--- config.mk ---
export PLATFORM = sky130hd
export DESIGN_NAME = l1_d_writeback_buffer
export DESIGN_NICKNAME = d
export VERILOG_FILES = /design/src/rtl/l1_d_writeback_buffer_pkg.sv /design/src/rtl/l1_d_writeback_buffer_fifo.sv /design/src/rtl/l1_d_writeback_buffer.sv
export SDC_FILE = /design/constraint.sdc
export NUM_CORES = 2
export LEC_CHECK = 0
export ABC_CLOCK_PERIOD_IN_PS = 59200
export CAP_MARGIN = 20
export CORE_AREA = 3 3 623 625
export DETAILED_ROUTE_END_ITERATION = 8
export DIE_AREA = 0 0 626 628
export GPL_TIMING_DRIVEN = 1
export PLACE_DENSITY = 0.4
export SETUP_SLACK_MARGIN = 0.15
export SLEW_MARGIN = 0
export SYNTH_ARGS = -nofsm -noshare
export SYNTH_HDL_FRONTEND = slang
export SYNTH_SLANG_ARGS = --single-unit
--- constraint.sdc ---
create_clock -name clk -period 59.2 [get_ports clk]
set_clock_uncertainty 0.2 [all_clocks]
set_input_delay 5.92 -clock clk [delete_from_list [all_inputs] [get_ports clk]]
set_output_delay 5.92 -clock clk [all_outputs]
set_load 0.02 [all_outputs]
--- src/rtl/l1_d_writeback_buffer_pkg.sv ---
// Shared L1 D-cache write-back definitions: block geometry, write-back FSM encoding and entry layout.
package l1_d_writeback_buffer_pkg;

    localparam int L1_BLOCK_ADDR_W = 26;
    localparam int L1_BLOCK_DATA_W = 512;

    typedef enum logic [1:0] {
        WB_IDLE = 2'd0,
        WB_SEND = 2'd1,
        WB_GAP  = 2'd2
    } wb_state_e;

    typedef struct packed {
        logic [L1_BLOCK_ADDR_W-1:0] addr;
        logic [L1_BLOCK_DATA_W-1:0] data;
    } wb_entry_t;

endpackage

--- src/rtl/l1_d_writeback_buffer_fifo.sv ---
// Circular write-back queue with per-entry valid bits and a youngest-match address lookup.
module l1_d_wb_fifo
    import l1_d_writeback_buffer_pkg::*;
#(
    parameter int ADDR_W = L1_BLOCK_ADDR_W,
    parameter int DATA_W = L1_BLOCK_DATA_W,
    parameter int DEPTH  = 2
) (
    input  logic              clk,
    input  logic              nrst,
    input  logic              push,
    input  logic [ADDR_W-1:0] push_addr,
    input  logic [DATA_W-1:0] push_data,
    input  logic              pop,
    output logic [ADDR_W-1:0] head_addr,
    output logic [DATA_W-1:0] head_data,
    output logic              full,
    output logic              empty,
    input  logic [ADDR_W-1:0] lookup_addr,
    output logic              lookup_hit,
    output logic [DATA_W-1:0] lookup_data
);

    localparam int PTR_W = $clog2(DEPTH);
    localparam int CNT_W = PTR_W + 1;

    logic [ADDR_W-1:0] addr_mem [DEPTH];
    logic [DATA_W-1:0] data_mem [DEPTH];
    logic [DEPTH-1:0]  valid;
    logic [PTR_W-1:0]  head;
    logic [PTR_W-1:0]  tail;
    logic [CNT_W-1:0]  count;
    logic [PTR_W-1:0]  idx;

    // Control state only; push never targets the head slot while it is occupied.
    always_ff @(posedge clk or negedge nrst) begin
        if (!nrst) begin
            head  <= '0;
            tail  <= '0;
            count <= '0;
            valid <= '0;
        end else begin
            if (push) begin
                tail        <= tail + 1'b1;
                valid[tail] <= 1'b1;
            end
            if (pop) begin
                head        <= head + 1'b1;
                valid[head] <= 1'b0;
            end
            case ({push, pop})
                2'b10:   count <= count + 1'b1;
                2'b01:   count <= count - 1'b1;
                default: count <= count;
            endcase
        end
    end

    always_ff @(posedge clk) begin
        if (push) begin
            addr_mem[tail] <= push_addr;
            data_mem[tail] <= push_data;
        end
    end

    assign full      = (count == CNT_W'(DEPTH));
    assign empty     = (count == '0);
    assign head_addr = addr_mem[head];
    assign head_data = data_mem[head];

    // Walk oldest to youngest so the last match (nearest tail) wins.
    always_comb begin
        lookup_hit  = 1'b0;
        lookup_data = '0;
        idx         = head;
        for (int k = 0; k < DEPTH; k++) begin
            idx = head + PTR_W'(k);
            if (valid[idx] && (addr_mem[idx] == lookup_addr)) begin
                lookup_hit  = 1'b1;
                lookup_data = data_mem[idx];
            end
        end
    end

endmodule

--- src/rtl/l1_d_writeback_buffer.sv ---
// L1 D-cache to L2 write-back buffer: queues dirty victims, sends them over req/ack, forwards refill hits.
module l1_d_writeback_buffer
    import l1_d_writeback_buffer_pkg::*;
#(
    parameter int ADDR_W = L1_BLOCK_ADDR_W,
    parameter int DATA_W = L1_BLOCK_DATA_W,
    parameter int DEPTH  = 2
) (
    input  logic              clk,
    input  logic              nrst,
    input  logic              evict_valid,
    input  logic [ADDR_W-1:0] evict_addr,
    input  logic [DATA_W-1:0] evict_data,
    output logic              evict_ready,
    output logic              stall_L1,
    output logic              wb_req_L2,
    output logic [ADDR_W-1:0] wb_addr_L2,
    output logic [DATA_W-1:0] wb_data_L2,
    input  logic              wb_ack_L2,
    input  logic [ADDR_W-1:0] lookup_addr,
    output logic              lookup_hit,
    output logic [DATA_W-1:0] lookup_data
);

    wb_state_e         state;
    logic              push;
    logic              pop;
    logic              full;
    logic              empty;
    logic [ADDR_W-1:0] head_addr;
    logic [DATA_W-1:0] head_data;

    // Readiness comes from the registered count, so a pop never frees a slot in the same cycle.
    assign evict_ready = ~full;
    assign stall_L1    = evict_valid & full;
    assign push        = evict_valid & ~full;
    assign pop         = (state == WB_SEND) & wb_ack_L2;

    l1_d_wb_fifo #(
        .ADDR_W (ADDR_W),
        .DATA_W (DATA_W),
        .DEPTH  (DEPTH)
    ) u_fifo (
        .clk         (clk),
        .nrst        (nrst),
        .push        (push),
        .push_addr   (evict_addr),
        .push_data   (evict_data),
        .pop         (pop),
        .head_addr   (head_addr),
        .head_data   (head_data),
        .full        (full),
        .empty       (empty),
        .lookup_addr (lookup_addr),
        .lookup_hit  (lookup_hit),
        .lookup_data (lookup_data)
    );

    // Head entry cannot change while requesting, so gating it with req keeps the bus stable until ack.
    assign wb_addr_L2 = wb_req_L2 ? head_addr : '0;
    assign wb_data_L2 = wb_req_L2 ? head_data : '0;

    always_ff @(posedge clk or negedge nrst) begin
        if (!nrst) begin
            state     <= WB_IDLE;
            wb_req_L2 <= 1'b0;
        end else begin
            case (state)
                WB_IDLE: begin
                    if (!empty) begin
                        state     <= WB_SEND;
                        wb_req_L2 <= 1'b1;
                    end
                end
                WB_SEND: begin
                    if (wb_ack_L2) begin
                        state     <= WB_GAP;
                        wb_req_L2 <= 1'b0;
                    end
                end
                WB_GAP: begin
                    if (!empty) begin
                        state     <= WB_SEND;
                        wb_req_L2 <= 1'b1;
                    end else begin
                        state     <= WB_IDLE;
                        wb_req_L2 <= 1'b0;
                    end
                end
                default: begin
                    state     <= WB_IDLE;
                    wb_req_L2 <= 1'b0;
                end
            endcase
        end
    end

endmodule

After elaboration in Yosys (flattened, before gate mapping)
Memory sizes are Yosys's and may differ from the RTL's.
Cells that the tools add are included.
- $add $sub $neg: 4
- reductions and logical operators: 8
- $lt $le $gt $ge: 5
- equal/unequal tests: 9
- muxes and demuxes: 27
- bitwise operators: 7
- operators by type and width (cell ; number):
    $mux 512 ; 3
    $eq 26x26->1 ; 2
    $mux 26 ; 1
    $mux 1 ; 14
    $mux 2 ; 4
    $eq 2x2->1 const B ; 3
    $lt 1x2->1 const B ; 3
    $pmux 2 s3 ; 1
    $eq 2x1->1 const B ; 2
    $logic_and 1x1->1 ; 4
    $logic_not 2->1 ; 2
    $ne 2x2->1 const B ; 2
    $pmux 2 s2 ; 1
    $and 1x1->1 ; 3
    $pmux 1 s3 ; 1
    $add 1x1->1 const B ; 2
    $add 2x1->2 const B ; 1
    $and 2x2->2 ; 1
    $demux 1 s1 ; 2
    $ge 1x1->1 const B ; 2
    $not 2->2 ; 1
    $or 2x2->2 ; 1
    $reduce_and 2->1 ; 1
    $reduce_bool 2->1 ; 1
    other kinds (2) ; 2
- output and inout bits: 1054
- input bits: 568
- bits in writable memories: 1076
- memories: 2
- register bits after elaboration: 9
- word-level logic and storage cells: 68
- memories (name ; depth ; width ; rd ports ; clocked after memory_dff ; write ports ; RTL line ; source):
    u_fifo.data_mem ; 2 ; 512 ; 2 ; 0 ; 1 ; l1_d_writeback_buffer_fifo.sv:28 ; logic [DATA_W-1:0] data_mem [DEPTH];
    u_fifo.addr_mem ; 2 ; 26 ; 2 ; 0 ; 1 ; l1_d_writeback_buffer_fifo.sv:27 ; logic [ADDR_W-1:0] addr_mem [DEPTH];

Depth between registers and ports, before layout
- depth after elaboration: 8
- mapped depth: 13
- depth with buffers taken out: 7

Cells and area by module
From an unflattened synthesis, not the netlist that was laid out.
- cell total of the unflattened synthesis: 5786
- area, all modules: 66231.0 um^2
- modules (own cells, without submodules) (module ; sequential area each (um^2) ; times used ; area an instance (um^2) ; cells each):
    l1_d_wb_fifo ; 32461.1 ; 1 ; 62432.4 ; 5175
    l1_d_writeback_buffer ; 75.1 ; 1 ; 3798.6 ; 611

Least setup slack after synthesis
Ideal clock, no wire load.
- kind: in2reg
- start: input port evict_valid
- end: memory u_fifo.addr_mem[0][0] in the netlist's numbering, enable pin
- slack: 29.248 ns
- stages on the path: 2
- data required time: 57.545 ns
- path buffers: 0
- data arrival time: 28.296 ns
- cells stage by stage: nand2_1 > nor2_1
- word-level cells in the longest chain between the ends: 3
- RTL lines (item ; RTL line ; source):
    start: declaration ; l1_d_writeback_buffer.sv:11 ; input logic evict_valid,
    $and 1x1->1 ; l1_d_writeback_buffer.sv:36 ; assign push = evict_valid & ~full;
    $mux 1 ; l1_d_writeback_buffer_fifo.sv:60 ; if (push) begin
    $mux 1 (implied by the code) ; l1_d_writeback_buffer_fifo.sv:61 ; addr_mem[tail] <= push_addr;
    end: declaration ; l1_d_writeback_buffer_fifo.sv:27 ;
No other way between the ends.

Final worst setup path
- start: input port lookup_addr[9]
- end: output port lookup_data[268]
- word-level cells in the longest chain between the ends: 4
- elaborated cells on any way between the ends: 6
- classes of those cells: 2 x eq/ne; 2 x mux; 2 x reduce/logical
- RTL lines (item ; RTL line ; source):
    start: declaration ; l1_d_writeback_buffer.sv:20 ; input logic [ADDR_W-1:0] lookup_addr,
    $eq 26x26->1 ; l1_d_writeback_buffer_fifo.sv:78 ; if (valid[idx] && (addr_mem[idx] == lookup_addr)) begin
    $logic_and 1x1->1 ; l1_d_writeback_buffer_fifo.sv:78 ;
    $mux 512 ; l1_d_writeback_buffer_fifo.sv:78 ;
    $mux 512 (*) ; l1_d_writeback_buffer_fifo.sv:78 ;
    end: declaration ; l1_d_writeback_buffer.sv:22 ; output logic [DATA_W-1:0] lookup_data
Every way passes the cells marked *; elsewhere a longest branch is shown, timed or not.

==> summary.txt <==
Min path
  – Hold endpoint: wb_req_L2
  – Hold path startpoint: state[0]
  – HP Class: flip-flop to flip-flop
  – WHS Path Cells: 1

Detailed routing
  – Routed vias: 46.96k
  – Initial DRC Count: 3498
  – Final ANT Viol Nets: 0
  – 1st-pass router iterations: 6
  – DRT Wirelength: 319.5 mm
  – Wire per inst: 29.38 um
  – Vias per inst: 4.319
  – Residual DRC: 0

Power
  – P_leak: 26.57 nW
  – Combinational share of power: 0.577
  – Reg power frac: 0.244
  – Switching part of the total: 0.4589
  – Power Internal: 2.618 mW
  – Clock network power share: 0.179
  – Peak VDD IR: 0.03064 mV
  – Switch Pwr: 2.220 mW
  – Pwr dens: 59.54 mW/mm^2

Setup path
  – Crit path DAT: 13.78 ns
  – Worst path max stage delay: 0.87 ns
  – Worst reg2reg setup slack: 53.16 ns
  – CP startpoint kind: primary input
  – Worst Path Required: 53.08 ns
  – Most common cell on crit path: buf_4
  – FF-to-FF Start: u_fifo.count[0]
  – CP cell instances: clkdlybuf4s50_1, xor2_1, nand4_1, nor4_1, and2_4, buf_4, buf_4, buf_4, buf_4, buf_4, buf_4, a221oi_1, nor2_1, clkdlybuf4s50_1
  – Critical path class: primary input to primary output
  – CP max stage cell: buf_4
  – FF-to-FF path depth: 7
  – Worst-path maximum fanout: 95
  – Worst reg2reg endpoint: u_fifo.data_mem[1][322]
  – Crit end category: primary output

Layout
  – Fraction of layout cells with a size suffix above 1: 0.05168
  – Final core utilization: 0.2124
  – Nets: 6266
  – Area growth, synth to finish: 47.34%

Yosys
  – Post-synth ARST share: 0.008295
  – Post-Syn Instances: 4292
  – Yosys warns: 0
  – Prevailing post-synth register cell: edfxtp_1
  – Syn nets: 4861
  – Number of synthesized register bits: 1085
  – Distinct cells, synth: 32
  – Mapped Area: 0.05516 mm^2
  – Post-synth EDFFs: 1076
  – Sequential share of the synthesized area: 0.5899
  – Avg Cell Area, Syn: 12.85 um^2

Timing
  – Final min period: 19.90 ns
  – Pins over their slew limit: 0
  – Setup TNS: 0 ns
  – Worst Tran Pin Value: 1.337 ns
  – Max Freq: 50.26 MHz
  – Period utilization: 0.3361
  – Final Hold Vio Count: 0
  – Slew Limit Headroom: 0.1085
  – Unrepaired setup endpoints after global routing: false
  – Final setup fails: 0
  – Hold WS: 0.3184 ns

CTS
  – Worst-skew pair later-pin latency: 0.79 ns
  – H-tree levels: 4
  – TritonCTS clock tree: built
  – Setup bufs post-CTS: 0
  – Clk sinks: 1085
  – Max Root-Sink Buffers: 4
  – TritonCTS buffer count: 149
  – Clock slew at reported path FFs: 0.08 ns
  – Post-cts sizing count: 0
  – Cts hold-fix bufs: 0
  – CTS root buf: clkbuf_16

Place
  – Port-buffer cells: 1621
  – GPL Wtd Cong: 0.8662
  – Final HPWL DP: 243.0 mm

GRT
  – First-pass GRT wire length: 420.9 mm
  – Antenna violations before repair: 74
  – Number of global-route vias before repair: 45.51k
  – Total gr overflow: 0
  – GRT Util Overall: 0.1535
  – Largest net degree at the start of global routing: 199

Flow run
  – Maxcap violations: 0

Die
  – Die width: 626 um
  – Die Height: 628 um
  – CORE AREA: 0.3826 mm^2
  – Starting Density: 0.1442
  – Area of the die: 0.3931 mm^2
  – Boundary Pins: 1622
  – FP Rows: 227

Outcome
  – Status: finished, final reports clean
[worst max-delay path by stage]
stage                     cells after the start            start  slack, ns                     to
final                                        14   lookup_addr[9]      39.30       lookup_data[268]
after detailed placement                     13  lookup_addr[25]      39.31       lookup_data[159]
after global routing                         14  lookup_addr[25]      38.87       lookup_data[268]
after floorplan                               2      evict_valid      29.25  u_fifo.addr_mem[0][0]
after global placement                       13  lookup_addr[25]      39.39       lookup_data[157]
after CTS                                    13  lookup_addr[25]      39.31       lookup_data[159]
[cell type report]
cell class                      count  area [um^2]
Antenna cell                       30        75.07
Clock buffer                      187         3892
Clock inverter                     72        641.9
Fill cell                       40960       301300
Inverter                            3        18.77
Multi-Input combinational cell   2739        20700
Sequential cell                  1085        32540
Tap cell                         5038         6304
Timing Repair Buffer             1719        17090
[Yosys cell counts (5+ instances only)]
| library cell | number | area share |
|---|---|---|
| a221oi_1 | 1024 | 0.16 |
| and3_1 | 5 | 0.00057 |
| buf_1 | 43 | 0.0029 |
| buf_2 | 103 | 0.0093 |
| buf_4 | 13 | 0.0018 |
| clkbuf_1 | 305 | 0.021 |
| dfrtp_1 | 9 | 0.0041 |
| edfxtp_1 | 1076 | 0.59 |
| mux2i_1 | 563 | 0.10 |
| nand4_1 | 6 | 0.00068 |
| nor2_1 | 518 | 0.035 |
| nor2b_1 | 538 | 0.061 |
| nor4_1 | 6 | 0.00068 |
| xnor2_1 | 33 | 0.0052 |
| xor2_1 | 26 | 0.0041 |
[state kept, by name (all words and copies together) (netlist names)]
name / flops
u_fifo.data_mem: 1024
u_fifo.addr_mem: 52
state: 2
u_fifo.count: 2
u_fifo.valid: 2
u_fifo.head: 1
u_fifo.tail: 1
wb_req_L2: 1
[cell usage in the layout (no fill, tap or decap), types with 2 or more instances in the layout]
cell,synthesis,final
and3_1,5,4
dfrtp_1,9,7
diode_2,0,30
buf_16,0,4
clkinv_16,0,2
a221oi_1,1024,1024
o21ai_0,2,2
edfxtp_1,1076,1076
buf_12,0,4
clkinv_8,0,3
nor4_1,6,6
bufinv_16,0,8
clkdlybuf4s50_1,0,1621
buf_4,13,90
mux2i_1,563,563
nand4_1,6,6
inv_1,3,2
clkbuf_16,0,150
nand2_1,3,3
nor2b_1,538,538
nand3_1,3,3
dfrtp_4,0,2
nor2_1,518,517
xnor2_1,33,33
inv_6,0,7
clkbuf_1,305,37
clkinv_1,0,28
xor2_1,26,26
clkinv_2,0,22
[metal layers]
metal,routed length [um],track usage,vias up
met1,124300,0.1767,24400
met5,211,0,-
li1,-,-,20270
met3,21100,0.03693,400
met2,163400,0.2775,1864
met4,10550,0.04681,32
[kinds of logic (layout without fill, tap and decap cells)]
| family | after synthesis | in the layout | synth area share |
|---|---|---|---|
| other cells | 0 | 30 | 0 |
| fa+ha+maj | 1 | 1 | 0.0002268 |
| xor+xnor | 59 | 59 | 0.009369 |
| compound gates | 1034 | 1034 | 0.1641 |
| buf+inv | 468 | 1981 | 0.03521 |
| simple gates | 1082 | 1082 | 0.09900 |
| mux | 563 | 563 | 0.1022 |
| flops | 1085 | 1085 | 0.5899 |
[power groups by stage]
| stage | clock (mW) | combinational, mW | sequential [mW] |
|---|---|---|---|
| final | 0.867 | 2.79 | 1.18 |
| after global routing | 0.929 | 2.94 | 1.20 |
| after CTS | 0.903 | 2.87 | 1.18 |
| after detailed placement | 0 | 2.85 | 1.19 |
| after global placement | 0 | 2.86 | 1.18 |
| after floorplan | 0 | 1.36 | 1.30 |
[worst max-delay path: cells and delay by family]
family | cells | cell delay, ns
buffers and inverters | 8 | 5.29
and+or+nand+nor | 4 | 1.69
AOI/OAI and AO/OA | 1 | 0.24
xor gates and xnor gates | 1 | 0.22
[stage by stage]
step | instance area (um^2) | instances | setup WS (ns) | power (mW)
5_1_grt | 81220 | 10850 | 38.87 | 5.071
4_1_cts | 81080 | 10840 | 39.31 | 4.948
2_1_floorplan | 55160 | 4292 | 29.25 | 2.659
3_5_place_dp | 76550 | 10580 | 39.31 | 4.047
6_report | 81270 | 10870 | 39.30 | 4.838
3_3_place_gp | 76550 | 10580 | 39.39 | 4.049
(Power assumes the default switching activity.)
